## src/rtl/imem_boot_loader.sv

```systemverilog
// Byte-serial boot loader: receives a framed program image, writes it into instruction memory,
// and holds the CPU in reset until the image checksum verifies.
module imem_boot_loader #(
   parameter int unsigned ADDR_W = 8
) (
   input  logic              clk,
   input  logic              rst,
   input  logic              in_valid,
   input  logic [7:0]        in_data,
   output logic              in_ready,
   output logic              imem_we,
   output logic [ADDR_W-1:0] imem_addr,
   output logic [31:0]       imem_wdata,
   output logic              cpu_rst,
   output logic              done,
   output logic              err
);

   localparam int unsigned MaxWords = 1 << ADDR_W;

   typedef enum logic [2:0] {
      StHdrLo,
      StHdrHi,
      StData,
      StCsum,
      StRun,
      StErr
   } state_e;

   state_e            state_q, state_d;
   logic [15:0]       n_q, n_d;
   logic [ADDR_W-1:0] word_cnt_q, word_cnt_d;
   logic [1:0]        byte_idx_q, byte_idx_d;
   logic [7:0]        csum_q, csum_d;
   logic [23:0]       lanes_q, lanes_d;
   logic              we_q, we_d;
   logic [ADDR_W-1:0] addr_q, addr_d;
   logic [31:0]       wdata_q, wdata_d;

   logic        accept;
   logic [15:0] n_full;

   assign in_ready = (state_q == StHdrLo) || (state_q == StHdrHi) ||
                     (state_q == StData)  || (state_q == StCsum);
   assign accept   = in_valid & in_ready;
   assign n_full   = {in_data, n_q[7:0]};

   assign imem_we    = we_q;
   assign imem_addr  = addr_q;
   assign imem_wdata = wdata_q;
   assign done       = (state_q == StRun);
   assign err        = (state_q == StErr);
   assign cpu_rst    = (state_q != StRun);

   always_comb begin
      state_d    = state_q;
      n_d        = n_q;
      word_cnt_d = word_cnt_q;
      byte_idx_d = byte_idx_q;
      csum_d     = csum_q;
      lanes_d    = lanes_q;
      we_d       = 1'b0;
      addr_d     = addr_q;
      wdata_d    = wdata_q;

      case (state_q)
         StHdrLo: begin
            if (accept) begin
               n_d[7:0] = in_data;
               state_d  = StHdrHi;
            end
         end
         StHdrHi: begin
            if (accept) begin
               n_d        = n_full;
               word_cnt_d = '0;
               byte_idx_d = 2'd0;
               csum_d     = 8'h00;
               if ((n_full == 16'd0) || (32'(n_full) > MaxWords)) begin
                  state_d = StErr;
               end else begin
                  state_d = StData;
               end
            end
         end
         StData: begin
            if (accept) begin
               csum_d = csum_q ^ in_data;
               if (byte_idx_q == 2'd3) begin
                  // Assembly lanes stay separate from wdata so the next byte can land while we pulses.
                  we_d       = 1'b1;
                  addr_d     = word_cnt_q;
                  wdata_d    = {in_data, lanes_q};
                  word_cnt_d = word_cnt_q + 1'b1;
                  byte_idx_d = 2'd0;
                  if (16'(word_cnt_q) == (n_q - 16'd1)) begin
                     state_d = StCsum;
                  end
               end else begin
                  case (byte_idx_q)
                     2'd0:    lanes_d[7:0]   = in_data;
                     2'd1:    lanes_d[15:8]  = in_data;
                     default: lanes_d[23:16] = in_data;
                  endcase
                  byte_idx_d = byte_idx_q + 2'd1;
               end
            end
         end
         StCsum: begin
            if (accept) begin
               state_d = (in_data == csum_q) ? StRun : StErr;
            end
         end
         default: ;
      endcase
   end

   always_ff @(posedge clk or negedge rst) begin
      if (!rst) begin
         state_q    <= StHdrLo;
         n_q        <= 16'd0;
         word_cnt_q <= '0;
         byte_idx_q <= 2'd0;
         csum_q     <= 8'h00;
         lanes_q    <= 24'h0;
         we_q       <= 1'b0;
         addr_q     <= '0;
         wdata_q    <= 32'h0;
      end else begin
         state_q    <= state_d;
         n_q        <= n_d;
         word_cnt_q <= word_cnt_d;
         byte_idx_q <= byte_idx_d;
         csum_q     <= csum_d;
         lanes_q    <= lanes_d;
         we_q       <= we_d;
         addr_q     <= addr_d;
         wdata_q    <= wdata_d;
      end
   end

endmodule

```

## config.mk

```make
export PLATFORM = sky130hd
export DESIGN_NAME = imem_boot_loader
export DESIGN_NICKNAME = d
export VERILOG_FILES = /design/src/rtl/imem_boot_loader.sv
export SDC_FILE = /design/constraint.sdc
export NUM_CORES = 1
export LEC_CHECK = 0
export CORE_UTILIZATION = 35
export DETAILED_ROUTE_END_ITERATION = 16
export GPL_TIMING_DRIVEN = 0
export PLACE_DENSITY = 0.54
export SETUP_SLACK_MARGIN = 0.4
export SLEW_MARGIN = 30
export SYNTH_ARGS = -nofsm -noshare
export SYNTH_HDL_FRONTEND = slang
export SYNTH_SLANG_ARGS = --single-unit
```

## constraint.sdc

```tcl
create_clock -name clk -period 4.9 [get_ports clk]
set_input_delay 0.98 -clock clk [delete_from_list [all_inputs] [get_ports clk]]
set_output_delay 0.98 -clock clk [all_outputs]
set_load 0.05 [all_outputs]
```

# After elaboration in Yosys (flattened, before gate mapping)
# Cells that the tools add are included.
# op_classes
n_addsub	3
magnitude_cmp	1
eq_ne	16
mux	24
n_bitwise	5
reduce_logical	19
# ops
operator	count
one-hot mux 8 bit (2 select lines)	3
two-way mux 8 bit	5
two-way mux 3 bit	7
== test 8 x 16 -> 1 bit	1
> comparator 16 x 9 -> 1 bit, second input constant	1
logical NOT 16 bit	1
AND reduction 4 bit	4
subtractor 16 x 1 -> 16 bit, second input constant	1
one-hot mux 3 bit (4 select lines)	1
AND reduction 3 bit	3
adder 8 x 1 -> 8 bit, second input constant	1
== test 8 bit	1
!= test 2 bit, second input constant	4
bitwise XOR 8 bit	1
AND reduction 7 bit	1
== test 3 x 2 -> 1 bit, second input constant	2
== test 3 bit, second input constant	2
two-way mux 2 bit	3
logical OR 1 bit	4
two-way mux 1 bit	4
!= test 2 x 1 -> 1 bit, second input constant	2
one-hot mux 2 bit (2 select lines)	1
nonzero test 4 bit	1
== test 3 x 1 -> 1 bit, second input constant	1
other kinds (11)	13
# totals
reg_bits	102
input_bits	11
word_cells	80

# Depth between registers and ports, before layout
# Gate-level depths: netlist (run 1).
# depth
ltp_word	7
ltp_mapped	8

# Worst setup path before layout (run 1)
# No wires, ideal clock.
# synth_path
path_kind	flip-flop to output port
start	reg state_q[2]
end	out err
arrival_time_ps	1784
required_time_ps	3920
slack_ps	2136
path_stages_with_launch	3
n_path_buf	0
cell_sequence	dfrtp_1 inv_1 nor3_1
# synth_between
elab_chain_len	1
# synth_lines
item	line_no	text
start: declaration	30	state_e state_q, state_d;
start signal: assignment	120	state_q <= StHdrLo;
start signal: assignment	130	state_q <= state_d;
== test 3 bit	52	assign err = (state_q == StErr);
end: declaration	16	output logic err
# Every way passes these cells.

# Final worst setup path (run 1)
# layout_path
start	reg state_q[1]
end	out done
# layout_between
elab_chain_len	1
# layout_lines
item	line_no	text
== test 3 bit	51	assign done = (state_q == StRun);
end: declaration	15	output logic done,
# Every way passes these cells.

==> flow_summary.yaml, run 1 <==
timing:
  setup_ws_ps: 1740
  period_share_pct: 64.4
  maxSlewHeadroom_pct: 55.8
  hold-worst-slack_ps: 481
  slew_viol_final: 0
  max_freq_mhz: 317
  finalCriticalPeriod_ps: 3160
  tightestPinTransition_ps: 662
  rsz0062_at_grt: "false"
  final_hold_viol_count: 0
  setup_tns_ps: 0
  finalSetupViolCount: 0
  final.setup_skew_ps: 7.76
grt:
  grt_use_met2_pct: 26.1
  grt_pass1_wl_um: 17500
  busiest_layer: "met2"
  antenna_found_initial: 0
  track_usage_pct: 16.2
  use_met1_pct: 20.9
  first_global_vias: 3320
  grt-ovfl-total: 0
  grt_use_met3_pct: 4.72
  grt_max_degree: 55
floorplan:
  die_y_um: 117
  initial_utilization_pct: 36.5
  die-width_um: 117
  rows: 41
  core_um2: 12800
  io_pins: 56
  fp.dieArea_um2: 13800
logic_synthesis:
  async_flop_share_pct: 100
  ys_seq_elements: 102
  syn_nets: 421
  netlist_area_um2: 4660
  yosys_warnings: 0
  synth_edf_count: 0
  synth_ff_type: "dfrtp_1"
  syn_avg_cell_area_um2: 11.6
  synth_seq_area_share_pct: 54.8
  synthCells: 403
  synthDistinctLibCells: 46
layout:
  drive_above_1_share_pct: 18.2
  final_net_count: 481
  design_area_um2: 5680
  postLayoutCoreUtil_pct: 44.5
  final_cells: 640
  syn2layout_area_growth_pct: 22.0
  diodes: 0
cts:
  htreeDepth: 3
  numCtsBuffers: 9
  cts_resized: 0
  postCtsSetupBuffers: 0
  path_clk_slew_ps: 70
  clk_latency_ps: 350
  cts_tree: "yes"
  clock_path_buffers: 2
  clock_tree.root_cell: "clkbuf_16"
  hold_buffers: 0
  clock-sinks: 102
setup_path:
  required_ps: 3920
  crit_start: "state_q[1]"
  worst-path-buf-inv: 3
  critPathSlowestCell: "clkdlybuf4s50_1"
  timing.rr.start: "state_q[1]"
  start_kind: "register"
  worstPathCellList: "clkbuf_1, or3_1, inv_1, clkdlybuf4s50_1"
  rr_endpoint: "imem_wdata[26]"
  critPathKind: "register to primary output"
  arrival_ps: 2180
  crit_family: "buffers and inverters"
  path_max_fanout: 10
  crit_cells: 4
  slowest_delay_ps: 790
  critPathCaptureType: "primary output"
  r2r_slack_ps: 2380
  reg2reg_depth: 7
  endpoint: "done"
place:
  place_inst: 624
  place_hpwl_um: 7010
  place.gp.congestion: 0.804
  dpl_cell_area_um2: 5380
  pre_cts_ws_ps: 1910
  place.port_buffers: 48
worst_hold_path:
  hp-class: "register to register"
drt:
  drc: 0
  drtIter0Drc: 126
  first_pass_iters: 4
  wirelength_um: 10200
  wl_per_cell_um: 16.0
  ant_nets: 0
  vias: 3156
  routed_via_density: 4.93
power:
  leakagePower_nw: 2.68
  total_power_mw: 1.61
  ir_drop_v: 0.000180
  powerDensity_nw_per_um2: 283
outcome:
  status: "completed"
job:
  maxCapViolations: 0
report_power, final:
part	leakage (nW)	internal, mW	switching, mW
Clock	0.144	0.401	0.322
Sequential	1.39	0.842	0.000550
Combinational	1.14	0.00934	0.0333
worst min-delay path by stage:
stage	from	end	slack (ps)	depth (start not counted)
2_1_floorplan	n_q[12]	n_q[12]	440	2
3_3_place_gp	n_q[12]	n_q[12]	460	2
3_5_place_dp	n_q[12]	n_q[12]	470	2
4_1_cts	n_q[12]	n_q[12]	480	2
5_1_grt	n_q[12]	n_q[12]	500	2
6_report	n_q[12]	n_q[12]	480	2
worst register-to-register path, cell delays in order (launching register included):
cell,delay [ps]
dfrtp_1,350
clkbuf_1,310
nor3b_1,560
and2_1,230
nand2_1,150
inv_2,140
buf_2,300
mux2_1,370
layout make-up:
type | count | area, um^2
Clock buffer | 10 | 229
Tap cell | 172 | 215
Buffer | 22 | 103
Timing Repair Buffer | 49 | 509
Inverter | 11 | 41.3
Fill cell | 1252 | 7090
Clock inverter | 6 | 68.8
Multi-Input combinational cell | 268 | 1960
Sequential cell | 102 | 2550
sequential cells by signal (all words and copies together), names as in the netlist:
name	cells
lanes_q	24
imem_wdata	32
state_q	3
byte_idx_q	2
word_cnt_q	8
imem_addr	8
csum_q	8
imem_we	1
n_q	16
cell usage after synthesis, drive strengths merged (2+ instances only):
cell type	n	area share, %
nor4	8	1.5
and2	2	0.27
clkbuf	13	1.0
xnor2	10	1.9
nand2b	4	0.54
nor2	12	0.97
mux2	64	15
xor2	13	2.4
dfrtp	102	55
ha	7	1.9
and3	3	0.40
nor2b	2	0.27
nand4	5	0.67
nand2	58	4.7
a21oi	3	0.32
o31ai	2	0.32
o21ai	33	3.5
or4	5	0.97
buf	9	1.2
nor3b	3	0.48
inv	11	0.89
or3	4	0.54
nor3	7	0.75
nand3	8	0.86
logic make-up after synthesis:
logic type / count (synthesis) / share of synthesized area (%)
AND/OR/NAND/NOR: 124 / 13.5
flip-flops: 102 / 54.8
multiplexers: 65 / 15.7
AO/OA/AOI/OAI: 48 / 6.23
buffers and inverters: 33 / 3.09
XOR/XNOR: 24 / 4.84
adder cells (fa/ha/maj): 7 / 1.88
metal layers:
layer	vias up	share of wire, %
li1	1526	-
met1	1576	48
met2	49	47
met3	5	4.0
met4	0	0.95
met5	-	0
cell usage in the layout, fill, tap and decap left out, types with 4 or more instances in the layout:
cell             synthesis  final
ha_1                     7      7
nor2_1                  12     12
nand4_1                  5      5
clkdlybuf4s50_1          0     47
nand3_1                  8      8
clkbuf_16                0      9
o21ai_0                 33     33
or3_1                    4      4
inv_1                   10     10
xor2_1                  13     13
nand2b_1                 4      4
buf_2                    7      7
clkbuf_1                13     14
mux2_2                  52     52
nand2_1                 58     58
xnor2_1                 10     10
nor4_1                   6      6
mux2_1                  12     12
dfrtp_1                102    102
nor3_1                   7      7
Note: power is estimated with default switching activity, not from simulation.
==> run 2, diff against run 1 <==
--- a/config.mk
+++ b/config.mk
@@ -8,7 +8,7 @@
 export CORE_UTILIZATION = 35
 export DETAILED_ROUTE_END_ITERATION = 16
 export GPL_TIMING_DRIVEN = 0
-export PLACE_DENSITY = 0.54
+export PLACE_DENSITY = 0.56
 export SETUP_SLACK_MARGIN = 0.4
 export SLEW_MARGIN = 30
 export SYNTH_ARGS = -nofsm -noshare
==> constraint.sdc (replaced) <==
create_clock -name clk -period 2.77 [get_ports clk]
set_input_delay 0.554 -clock clk [delete_from_list [all_inputs] [get_ports clk]]
set_output_delay 0.554 -clock clk [all_outputs]
set_load 0.05 [all_outputs]
==> flow_summary.yaml, run 2 (synthesized netlist as in run 1, its figures left out) <==
setup_path:
  critPathCaptureType: "register"
  crit_top_cell: "or4_4"
  critPathKind: "register to register"
  start_kind: "register"
  timing.rr.start: "n_q[4]"
  slowest_delay_ps: 560
  worstPathCellList: "buf_6, or4_4, or4_4, nor4_2, a211o_1, o211ai_1, a211oi_2"
  path_max_fanout: 9
  critPathSlowestCell: "or4_4"
  required_ps: 3030
  arrival_ps: 2630
  crit_start: "n_q[4]"
place:
  place.port_buffers: 48
  place.gp.congestion: 0.804
  place_hpwl_um: 6920
  dpl_cell_area_um2: 5380
cts:
  clk_latency_ps: 340
  clock-sinks: 102
  htreeDepth: 3
  cts_tree: "yes"
  postCtsSetupBuffers: 0
  clock_tree.root_cell: "clkbuf_16"
  numCtsBuffers: 9
  path_clk_slew_ps: 70
  clock_path_buffers: 2
floorplan:
  initial_utilization_pct: 36.5
  fp.dieArea_um2: 13800
  die-width_um: 117
  io_pins: 56
  core_um2: 12800
  die_y_um: 117
  rows: 41
power:
  ir_drop_v: 0.000462
  leakagePower_nw: 2.73
  powerDensity_nw_per_um2: 496
layout:
  postLayoutCoreUtil_pct: 44.8
  mostFrequentLayoutCells: "dfrtp_1 (102), nand2_1 (57), mux2_2 (52)"
  syn2layout_area_growth_pct: 22.8
  final_common_cell: "dfrtp_1"
  drive_above_1_share_pct: 19.9
  nFillCells: 1192
  largest_reg_flops: 32
  diodes: 0
  final_net_count: 481
  design_area_um2: 5720
timing:
  slew_viol_final: 0
  rsz0062_at_grt: "true"
  max_freq_mhz: 423
  final.setup_skew_ps: 7.76
  maxSlewHeadroom_pct: 58.7
  finalSetupViolCount: 0
  final_hold_viol_count: 0
  tightestPinTransition_ps: 613
  finalCriticalPeriod_ps: 2360
  period_share_pct: 85.3
drt:
  wl_per_cell_um: 15.7
  vias: 3219
  ant_nets: 0
  drc: 0
  first_pass_iters: 4
  drtIter0Drc: 139
  wirelength_um: 10000
  routed_via_density: 5.04
outcome:
  status: "completed"
grt:
  track_usage_pct: 16.0
  grt_max_degree: 53
  first_global_vias: 3217
  grt-ovfl-total: 0
  grt_pass1_wl_um: 17200
  antenna_found_initial: 0
worst_hold_path:
  hp-class: "input pin to async pin"
job:
  maxCapViolations: 0
-- run 2: cell count changes in the layout (fill, tap and decap cells not counted), sizes merged --
cell | previous run | this run
clkdlybuf4s50 | 47 | 43
clkbuf | 23 | 26
inv | 14 | 12
clkdlybuf4s15 | 0 | 1
clkinv | 1 | 0
clkinvlp | 1 | 2
dlymetal6s2s | 0 | 1
-- run 2: worst paths after layout --
check / cells past startpoint / slack (ps) / endpoint
min in group clk: 2 / 490 / n_q[12]
hold reg to reg: 2 / 490 / n_q[12]
hold / removal: 1 / 160 / imem_we
max in group asynchronous: 2 / 1990 / lanes_q[3]
setup / recovery: 7 / 410 / state_q[0]
setup reg to reg: 7 / 410 / state_q[0]
-- run 2: per-stage QoR --
step                      setup TNS, ps  setup slack [ps]  std cells  hold slack, ps  power [mW]
after floorplan                       0               432        403             258        1.54
after global placement          -275460             -2710        623             450        1.59
after detailed placement              0               259        624             470        1.60
after CTS                             0               297        639             167        2.89
after global routing                  0               261        639             194        2.95
final                                 0               406        639             159        2.84
-- run 2: timing repair --
action | 4_1_cts | 5_1_grt
endpoints found under the hold margin | 0 | 0
setup endpoints to repair | 50 | 51
hold buffers | 0 | 0
gates resized for setup | 11 | 11
pin swaps | 1 | 5
-- run 2: worst max-delay path: cells and delay by family (launching register included) --
family / cells / cell delay [ps]
simple gates: 3 / 1300
compound gates: 3 / 470
flops: 1 / 370
buf+inv: 1 / 140
-- run 2: area by class of cell --
| class | instances | area (um^2) | share of cell area [%] |
|---|---|---|---|
| flip-flops and latches | 102 | 2550 | 44.6 |
| inverters | 11 | 41.3 | 0.722 |
| plain buffers | 22 | 108 | 1.88 |
| repair buffers | 49 | 503 | 8.80 |
| multi-input cells | 268 | 2000 | 35.0 |
| clock inverters | 4 | 56.3 | 0.985 |
| well taps | 172 | 215 | 3.76 |
| clock buffers | 11 | 243 | 4.25 |
-- run 2: routing by layer --
metal	global-route usage, %	up-vias	wire length [um]
met2	25.2	64	4800
met5	0	-	0
met3	4.13	17	406
met1	21.0	1614	4640
met4	6.01	0	205
li1	-	1524	-
-- run 2: power by group --
part           total (mW)  internal (mW)  switching, mW
combinational      0.0752         0.0164         0.0588
sequential           1.49           1.49        0.00109
clock                1.27          0.727          0.543
total                2.84           2.23          0.603
